## config.mk

```make
export PLATFORM = sky130hd
export DESIGN_NAME = rr_stream_arb
export DESIGN_NICKNAME = d
export VERILOG_FILES = /design/src/rtl/rr_stream_arb.sv
export SDC_FILE = /design/constraint.sdc
export NUM_CORES = 1
export LEC_CHECK = 0
export CORE_UTILIZATION = 37
export DETAILED_ROUTE_END_ITERATION = 10
export PLACE_DENSITY = 0.86
export SYNTH_ARGS = -nofsm -noshare
export SYNTH_HDL_FRONTEND = slang
export SYNTH_SLANG_ARGS = --single-unit
```

## constraint.sdc

```tcl
create_clock -name clk -period 6.4 [get_ports clk]
set_input_delay 1.28 -clock clk [delete_from_list [all_inputs] [get_ports clk]]
set_output_delay 1.28 -clock clk [all_outputs]
set_load 0.01 [all_outputs]
```

## src/rtl/rr_stream_arb.sv

```systemverilog
// Packet-aware round-robin arbiter: NUM_REQ valid/ready streams share one registered output.
// A granted packet owns the output until its last beat transfers.
module rr_stream_arb #(
    parameter int unsigned NUM_REQ = 4,
    parameter int unsigned DWIDTH  = 32,
    parameter int unsigned SELW    = 2
) (
    input  logic                      clk,
    input  logic                      rst,
    input  logic [NUM_REQ-1:0]        s_valid,
    input  logic [NUM_REQ*DWIDTH-1:0] s_data,
    input  logic [NUM_REQ-1:0]        s_last,
    output logic [NUM_REQ-1:0]        s_ready,
    output logic                      m_valid,
    output logic [DWIDTH-1:0]         m_data,
    output logic                      m_last,
    output logic [SELW-1:0]           m_sel,
    input  logic                      m_ready,
    output logic                      busy
);

    typedef enum logic [0:0] {
        StIdle,
        StLocked
    } state_e;

    state_e            state_q, state_d;
    logic [SELW-1:0]   ptr_q, ptr_d;
    logic [SELW-1:0]   lock_idx_q, lock_idx_d;
    logic              m_valid_q, m_valid_d;
    logic [DWIDTH-1:0] m_data_q, m_data_d;
    logic              m_last_q, m_last_d;
    logic [SELW-1:0]   m_sel_q, m_sel_d;

    logic [SELW:0]     rr_sum;
    logic [SELW-1:0]   rr_cand;
    logic [SELW-1:0]   rr_idx;
    logic              rr_found;

    logic [SELW-1:0]   g;
    logic              gv;
    logic              accept;
    logic              xfer;
    logic [DWIDTH-1:0] g_data;
    logic              g_last;
    logic [SELW-1:0]   g_inc;

    // Rotating priority scan: ptr, ptr+1, ..., wrapping modulo NUM_REQ.
    always_comb begin
        rr_sum   = '0;
        rr_cand  = '0;
        rr_idx   = ptr_q;
        rr_found = 1'b0;
        for (int unsigned k = 0; k < NUM_REQ; k++) begin
            rr_sum = {1'b0, ptr_q} + (SELW+1)'(k);
            if (rr_sum >= (SELW+1)'(NUM_REQ)) begin
                rr_sum = rr_sum - (SELW+1)'(NUM_REQ);
            end
            rr_cand = rr_sum[SELW-1:0];
            if (!rr_found && s_valid[rr_cand]) begin
                rr_found = 1'b1;
                rr_idx   = rr_cand;
            end
        end
    end

    always_comb begin
        if (state_q == StLocked) begin
            g  = lock_idx_q;
            gv = s_valid[lock_idx_q];
        end else begin
            g  = rr_idx;
            gv = rr_found;
        end
    end

    assign accept = !m_valid_q || m_ready;
    assign xfer   = gv && accept;
    assign g_data = s_data[32'(g)*DWIDTH +: DWIDTH];
    assign g_last = s_last[g];
    assign g_inc  = (g == SELW'(NUM_REQ - 1)) ? '0 : g + SELW'(1);

    // Ready depends only on the grant, never on other requesters' valid.
    always_comb begin
        s_ready = '0;
        for (int unsigned i = 0; i < NUM_REQ; i++) begin
            s_ready[i] = !rst && accept && gv && (g == SELW'(i));
        end
    end

    always_comb begin
        state_d    = state_q;
        ptr_d      = ptr_q;
        lock_idx_d = lock_idx_q;
        m_valid_d  = m_valid_q;
        m_data_d   = m_data_q;
        m_last_d   = m_last_q;
        m_sel_d    = m_sel_q;

        if (xfer) begin
            m_valid_d = 1'b1;
            m_data_d  = g_data;
            m_last_d  = g_last;
            m_sel_d   = g;
        end else if (m_ready) begin
            m_valid_d = 1'b0;
        end

        unique case (state_q)
            StIdle: begin
                if (xfer) begin
                    if (g_last) begin
                        ptr_d = g_inc;
                    end else begin
                        state_d    = StLocked;
                        lock_idx_d = g;
                    end
                end
            end
            StLocked: begin
                if (xfer && g_last) begin
                    state_d = StIdle;
                    ptr_d   = g_inc;
                end
            end
        endcase
    end

    always_ff @(posedge clk) begin
        if (rst) begin
            state_q    <= StIdle;
            ptr_q      <= '0;
            lock_idx_q <= '0;
            m_valid_q  <= 1'b0;
            m_data_q   <= '0;
            m_last_q   <= 1'b0;
            m_sel_q    <= '0;
        end else begin
            state_q    <= state_d;
            ptr_q      <= ptr_d;
            lock_idx_q <= lock_idx_d;
            m_valid_q  <= m_valid_d;
            m_data_q   <= m_data_d;
            m_last_q   <= m_last_d;
            m_sel_q    <= m_sel_d;
        end
    end

    assign m_valid = m_valid_q;
    assign m_data  = m_data_q;
    assign m_last  = m_last_q;
    assign m_sel   = m_sel_q;
    assign busy    = (state_q == StLocked);

endmodule

```

==> run summary <==
min Tclk post-route -> 5.277 ns
final-report setup violation count -> 0
Post-CTS Hold Buffers -> 0
setup TNS -> 0 ns
Worst R2R Setup Slack -> 3.64 ns
most frequent cells in the layout -> clkdlybuf4s50_1, dfxtp_1, mux4_2
TritonCTS Buffers -> 5
initial core utilization -> 38.40%
worst reg2reg path depth -> 7
CP Capture Point -> s_ready[3]
gr ovfl total -> 0
drt pass-1 iters -> 4
CTS resizes -> 0
DR vias/cell -> 5.388
power density over cell area -> 376.1 nW/µm²
Core Util, Final -> 68.89%
Pint -> 1.072 mW
Final Hold Vio Count -> 0
layout net count -> 509
Top Family by Delay on Critical Path -> buffers and inverters
most frequent cell on the critical path -> clkdlybuf4s50_1
crit path DAT -> 4.00 ns
PnR worst setup slack -> 1.123 ns
sw power -> 0.5734 mW
# rows -> 29
Seq cells post-synth -> 41
worst-case clock buffer depth -> 2
hold crit path type -> reg2reg
worst path required time -> 5.12 ns
die width -> 83.19 µm
WL/cell -> 17.63 µm
reg-to-reg endpoint -> lock_idx_q[1]$_SDFFE_PP0P_
Seq/Total Area, Yosys -> 33.66%
Iter 0 DRT Violations -> 86
crit path cell chain -> clkdlybuf4s50_1 -> nor2b_1 -> a21oi_1 -> o221ai_1 -> o21a_2 -> inv_1 -> ha_1 -> and2_1 -> clkdlybuf4s50_1
Peak VDD IR -> 271.8 µV
Slew @ Worst Pin -> 0.5723 ns
Area growth syn-to-layout -> 79.37%
main combinational cell family by area after synthesis -> multiplexers
non-filler instance count after layout -> 443
Simple-Gate Fraction of Synth Area -> 7.799%
core area -> 6350 µm²
sw frac -> 34.86%
Flop pwr share -> 25.5%
initial antenna violation count -> 0
most common cell after layout, fill and taps aside -> clkdlybuf4s50_1
RSZ-0062 raised after global routing -> no
Crit path largest cell delay -> 0.57 ns
CTS tree -> yes
Max-Cap Viols -> 0
port bufs -> 179
Setup Buffers After CTS -> 0
share of layout cells above drive strength 1 -> 14.21%
Crit-path slowest cell -> clkdlybuf4s50_1
die outline area -> 6920 µm²
Synth Area per Inst -> 12.77 µm²
post-synth net total -> 334
outcome -> finished clean
Critical Path Start -> s_valid[0]
Leak -> 1.634 nW
Synth warnings -> 0
vias in the first global route -> 2585
proportion of synthesized area in mux cells -> 34.07%
Synth Area in Compound Gates -> 17.70%
largest net degree at the start of global routing -> 29
final period utilization -> 82.45%
DP Cell Count -> 436
worst clock skew -> 0.005924 ns
Rel. slew slack -> 61.72%
Ant. Diodes -> 0
Sink Count -> 41
CTS clk-pin slew, worst paths -> 0.08 ns
Final ANT Viol Nets -> 0
io pins -> 180
Routed WL -> 7.809 mm
Worst Setup Start Kind -> input pin
first-pass GRT wire length -> 12.60 mm
RR Startpoint -> ptr_q[1]$_SDFFE_PP0P_
Buf+Inv Stages, Crit Path -> 3
FMAX -> 189.5 MHz
Combinational Power Share -> 62.5%
detailed placer's ending HPWL -> 6.324 mm
vias -> 2387
number of cells produced by synthesis -> 191
Worst path depth -> 9
Crit. End Element -> primary output
pre-CTS setup slack -> 1.092 ns
post-synthesis xor/xnor area fraction -> 0%
die height -> 83.19 µm
final slew viol count -> 0
Post-Syn Area -> 2439 µm²
Total Routing Usage GR -> 22.75%
H-tree depth -> 2
Worst Path Max Fanout -> 18
Residual DRC -> 0
GPL Wtd Cong -> 0.8257
Worst-Skew Late Latency -> 0.28 ns
area share of fa/ha/maj cells after synthesis -> 2.052%
critical path type -> in2out
count of unique library cells instantiated by Yosys -> 33
CTS Root Cell -> clkbuf_8
Clk pwr share -> 12.1%
power by group through the flow:
stage               Sequential [mW]  Combinational [mW]  Clock, mW
floorplan                     0.457               0.639          0
global placement              0.419                1.02          0
detailed placement            0.424                1.04          0
CTS                           0.419                1.04      0.204
global route                  0.433                1.11      0.217
finish                        0.419                1.03      0.199
final cells by class:
cell class / instances / area [µm²]
Clock buffer: 5 / 68.82
Clock inverter: 2 / 35.03
Multi-Input combinational cell: 130 / 1513
Sequential cell: 41 / 820.8
Timing Repair Buffer: 183 / 1822
Fill cell: 497 / 1976
Inverter: 5 / 18.77
Tap cell: 77 / 96.34
worst min path at each step:
| stage | start | end | slack [ns] | cells after the start |
|---|---|---|---|---|
| 6_report | m_data[29]$_SDFFE_PP0P_ | m_data[29]$_SDFFE_PP0P_ | 0.48 | 1 |
| 5_1_grt | m_data[24]$_SDFFE_PP0P_ | m_data[24]$_SDFFE_PP0P_ | 0.50 | 1 |
| 4_1_cts | m_data[12]$_SDFFE_PP0P_ | m_data[12]$_SDFFE_PP0P_ | 0.49 | 1 |
| 3_5_place_dp | m_data[12]$_SDFFE_PP0P_ | m_data[12]$_SDFFE_PP0P_ | 0.46 | 1 |
| 3_3_place_gp | m_data[3]$_SDFFE_PP0P_ | m_data[3]$_SDFFE_PP0P_ | 0.46 | 1 |
| 2_1_floorplan | m_sel[0]$_SDFFE_PP0P_ | m_sel[0]$_SDFFE_PP0P_ | 0.50 | 2 |
metal layers:
metal,vias to the layer above,track usage [%],wire [µm]
met5,-,0,0
met4,0,5.172,138
met3,12,6.561,628
met2,121,42.70,4084
met1,1139,25.13,2957
li1,1115,-,-
metrics by stage:
step | area (µm²) | total power, mW | hold WS (ns)
floorplan | 2439 | 1.096 | 0.4987
detailed placement | 4270 | 1.460 | 0.4625
CTS | 4374 | 1.663 | 0.4868
global route | 4374 | 1.757 | 0.5005
finish | 4374 | 1.645 | 0.4837
global placement | 4270 | 1.441 | 0.4611
synth_stat cells (all sizes together):
cell type,number,area (µm²)
nand2,6,22.52
o21bai,1,7.510
and2,5,31.28
clkbuf,5,18.77
nor2,7,26.28
o22ai,1,20.02
o21ai,4,20.02
a22o,32,280.3
or4b,1,10.01
mux4,33,743.2
o21a,1,7.510
mux2,2,22.52
nor3,4,25.02
buf,10,77.57
dfxtp,41,820.8
inv,5,18.77
mux2i,4,65.06
nor2b,8,50.05
o32a,1,11.26
o311ai,1,8.760
o221ai,1,8.760
nand2b,2,12.51
nor4,2,12.51
ha,4,50.05
a2111oi,1,15.01
a22oi,1,7.510
o21ba,1,10.01
a21oi,7,35.03
registers in the layout (all words and copies together), names as in the netlist:
name        flops
m_valid         1
ptr_q           2
busy            1
m_data         32
m_last          1
m_sel           2
lock_idx_q      2
cells by family after synthesis:
kind of cell             after synthesis
adder cells (fa/ha/maj)                4
buffers and inverters                 20
AND/OR/NAND/NOR                       35
multiplexers                          39
AO/OA/AOI/OAI                         52
flip-flops                            41
Note: power is estimated with default switching activity, not from simulation.
==> edit 1, RTL diff (config.mk and constraints unchanged) <==
Set the parameter `DWIDTH` to 48 (it was 32).
--- a/src/rtl/rr_stream_arb.sv
+++ b/src/rtl/rr_stream_arb.sv
@@ -2,7 +2,7 @@
 // A granted packet owns the output until its last beat transfers.
 module rr_stream_arb #(
     parameter int unsigned NUM_REQ = 4,
-    parameter int unsigned DWIDTH  = 32,
+    parameter int unsigned DWIDTH  = 48,
     parameter int unsigned SELW    = 2
 ) (
     input  logic                      clk,
Ports: changed (resized m_data and s_data); port bits go from 180 to 260. The function was not compared with the original's and may differ.
==> edit 1 against the unedited design <==
The flow now finishes with violations (DRC); routed wire length is 66% higher; setup slack hardly changed; critical path depth fell by 1; power is 38% higher; die area up 38%; non-clock buffer count up 80; cell count increased by 38%; synthesized cell count up 30%; synthesized area rose by 39%; register-to-register slack got worse by 0.13 ns; fmax is essentially flat; final area is 40% higher; sequential cell count is 16 higher; global-route usage rose by 4.9 points; critical path type unchanged; highest routed layer unchanged.
==> edit 1: results (changes against the unedited design) <==
metric	value	unit	change
Hold Crit Start	m_data[22]$_SDFFE_PP0P_		was m_data[29]$_SDFFE_PP0P_
Synth top cells by count	dfxtp_1, a22o_1, mux4_2		was dfxtp_1, mux4_2, a22o_1
Max stage delay on crit path	0.55	ns	was 0.57 ns
drt wl/cell	21.2	um	was 17.6 um
Highest Clock Rate	190	MHz	about the same
Largest register FFs	48		was 32
first-pass GRT wire length	20200	um	was 12,600 um
clock skew	0.00924	ns	was 0.00592 ns
fillcell total	648		was 497
CTS Buf Count	9		was 5
first-iteration detailed-routing DRC count	159		was 86
Synth area leaders	dfxtp_1, mux4_2, a22o_1, buf_12, mux4_1		was dfxtp_1, mux4_2, a22o_1, ha_1, nor2b_1
Syn Nets	456		was 334
status	finished, violations left		was completed
worst flop-to-flop path endpoint	ptr_q[1]$_SDFFE_PP0P_		was lock_idx_q[1]$_SDFFE_PP0P_
Synth Area in Adders	1.47	%	was 2.05%
Post-DP Area	0.00595	mm2	was 0.00427 mm2
largest net degree at the start of global routing	53		was 29
Final HPWL DP	10300	um	was 6320 um
vias in the first global route	3674		was 2,585
WHS Endpoint	m_data[22]$_SDFFE_PP0P_		was m_data[29]$_SDFFE_PP0P_
share of layout cells above drive strength 1	15.4	%	was 14.2%
Hold WS	0.479	ns	was 0.484 ns
H-tree levels	3		was 2
crit path max-delay cell type	o41a_2		was clkdlybuf4s50_1
dpl ws	1.08	ns	was 1.09 ns
Synth cell types	45		was 33
Mapped Avg Cell Area	13.6	um2	was 12.8 um2
GPL Wtd Cong	0.905		was 0.826
mux contribution to synthesized area	33.4	%	was 34.1%
routed via count divided by cell count	5.56		was 5.39
clk slew on worst S/H paths	0.06	ns	was 0.08 ns
final non-filler cell total	613		was 443
Layout Nets	707		was 509
DR DRC count	36		was 0
IO buf count	259		was 179
failing checks	DRC		
edit 1: cell type report:
type | instances | area [um2] | area share, %
timing repair buffer | 263 | 2620 | 42.8
multi-input combinational | 162 | 2030 | 33.1
sequential | 57 | 1140 | 18.6
clock buffer | 11 | 141 | 2.31
tap | 108 | 135 | 2.21
clock inverter | 5 | 31.3 | 0.511
inverter | 7 | 26.3 | 0.429
edit 1: logic make-up after synthesis:
group / count (synthesis)
AO/OA/AOI/OAI: 69
adder cells (fa/ha/maj): 4
buffers and inverters: 30
flip-flops: 57
multiplexers: 51
AND/OR/NAND/NOR: 38
edit 1: metal layers:
layer	track usage [%]	part of all wire (%)
met1	31.3	36
met2	48.7	53
met3	8.52	7.6
met4	10.8	3.3
met5	0	0
edit 1: report_power, final:
part           internal (mW)  switching [mW]
logic                  0.804           0.569
clock network          0.150           0.145
registers              0.501          0.0927
total                   1.46           0.807
==> edit 2, RTL diff (same settings) <==
Without the edit above. `m_data_q` no longer has a reset.
--- a/src/rtl/rr_stream_arb.sv
+++ b/src/rtl/rr_stream_arb.sv
@@ -132,7 +132,6 @@
             ptr_q      <= '0;
             lock_idx_q <= '0;
             m_valid_q  <= 1'b0;
-            m_data_q   <= '0;
             m_last_q   <= 1'b0;
             m_sel_q    <= '0;
         end else begin
@@ -140,10 +139,13 @@
             ptr_q      <= ptr_d;
             lock_idx_q <= lock_idx_d;
             m_valid_q  <= m_valid_d;
-            m_data_q   <= m_data_d;
             m_last_q   <= m_last_d;
             m_sel_q    <= m_sel_d;
         end
+    end
+
+    always_ff @(posedge clk) begin
+        m_data_q <= m_data_d;
     end
 
     assign m_valid = m_valid_q;
Function: changed (a bounded check fails within 4 cycles, from zero or initial values and one cycle with rst high).
==> edit 2 against the unedited design <==
Sequential share of layout area up 5.3 points; combinational power increased by 16%; count of clock-buffer cells in the layout unchanged; final area up 8.5%; setup slack improved by 0.025 ns; sequential cell count unchanged; routed wire length is 0.53% lower; synthesized area grew 13%; power increased by 19%; register-to-register slack improved by 0.22 ns; critical endpoint is now s_ready[1].
==> edit 2: results (changes against the unedited design) <==
metric	value	unit	change
Worst EP arrival	3.97	ns	was 4.00 ns
Slew @ Worst Pin	0.611	ns	was 0.572 ns
worst reg-to-reg setup slack	3.86	ns	was 3.64 ns
complex-gate fraction of the synthesized area	6.43	%	was 17.7%
status	completed		unchanged
largest net degree at the start of global routing	39		was 29
WHS Endpoint	m_sel[0]$_SDFFE_PP0P_		was m_data[29]$_SDFFE_PP0P_
Post-DP Area	0.00461	mm2	was 0.00427 mm2
met2 Resource Use GR	36.4	%	was 42.7%
sequential-to-total area share from yosys stat	41.3	%	was 33.7%
GPL Wtd Cong	0.995		was 0.826
GRT met1 Usage	19.5	%	was 25.1%
total global-route track usage	18.9	%	was 22.7%
post-placement cell count	500		was 436
vias in the first global route	2435		was 2,585
Layout Nets	551		was 509
Mapped Avg Cell Area	11.9	um2	was 12.8 um2
maximum vdd ir drop	0.223	mV	was 0.272 mV
first-pass GRT wire length	11200	um	was 12,600 um
Max stage delay on crit path	0.63	ns	was 0.57 ns
R2R cell count	7		unchanged
Primary FF master, synth	edfxtp_1		was dfxtp_1
routed via count divided by cell count	4.91		was 5.39
Synth area leaders	mux2i_1, edfxtp_1, dfxtp_1, ha_1, buf_6		was dfxtp_1, mux4_2, a22o_1, ha_1, nor2b_1
Synth Area in Adders	1.81	%	was 2.05%
R2R Path Start	busy$_SDFF_PP0_		was ptr_q[1]$_SDFFE_PP0P_
Post-Synth XOR/XNOR Area	0	%	unchanged
dpl ws	1.15	ns	was 1.09 ns
worst flop-to-flop path endpoint	ptr_q[0]$_SDFFE_PP0P_		was lock_idx_q[1]$_SDFFE_PP0P_
Syn Nets	375		was 334
met3 GRT Util	5.22	%	was 6.56%
EDFF count, synth	32		was 0
clock skew	0.00731	ns	was 0.00592 ns
Hold Crit Start	m_sel[0]$_SDFFE_PP0P_		was m_data[29]$_SDFFE_PP0P_
Critical Path Fanout Max	37		was 18
DR DRC count	0		unchanged
Hold WS	0.532	ns	was 0.484 ns
drt wl/cell	15.3	um	was 17.6 um
Final HPWL DP	6250	um	was 6320 um
Leakage	1.83	nW	was 1.63 nW
final non-filler cell total	508		was 443
hold path depth	2		was 1
first-iteration detailed-routing DRC count	80		was 86
-- edit 2: cell types whose count changed in the layout (fill, tap and decap cells not counted), moves of 5 or more --
cell and delta:
a21oi_1 -5, a22o_1 -31, and3_1 +6, dfxtp_1 -32, edfxtp_1 +32, mux2i_1 +97
mux4_2 -32, nor2_1 +6, o21a_1 +5
-- edit 2: layout make-up --
cell class | instances | area [um2]
fillers | 590 | 2470
inverters | 6 | 28.8
well taps | 99 | 124
repair buffers | 182 | 1810
flip-flops and latches | 41 | 1140
clock buffers | 5 | 68.8
multi-input cells | 172 | 1500
clock inverters | 3 | 65.1
-- edit 2: worst max path at each step --
| stage | from | endpoint | slack, ns | cells after the start |
|---|---|---|---|---|
| 2_1_floorplan | s_valid[0] | s_ready[3] | 2.35 | 7 |
| 3_3_place_gp | s_valid[3] | s_ready[3] | 1.23 | 8 |
| 3_5_place_dp | s_valid[3] | s_ready[3] | 1.15 | 8 |
| 4_1_cts | s_valid[3] | s_ready[3] | 1.15 | 8 |
| 5_1_grt | s_valid[3] | s_ready[3] | 1.02 | 8 |
| 6_report | s_valid[3] | s_ready[1] | 1.15 | 8 |
-- edit 2: routing by layer --
layer / vias up / wire length, um
li1: 1232 / -
met1: 1135 / 2780
met2: 119 / 4260
met3: 6 / 615
met4: 0 / 109
met5: - / 0
-- edit 2: power by group --
| group | leakage [nW] | switching (mW) | total (mW) | internal (mW) |
|---|---|---|---|---|
| combinational | 1.37 | 0.557 | 1.19 | 0.631 |
| clock | 0.0681 | 0.0903 | 0.245 | 0.155 |
| sequential | 0.395 | 0.0539 | 0.531 | 0.477 |
| total | 1.83 | 0.701 | 1.96 | 1.26 |
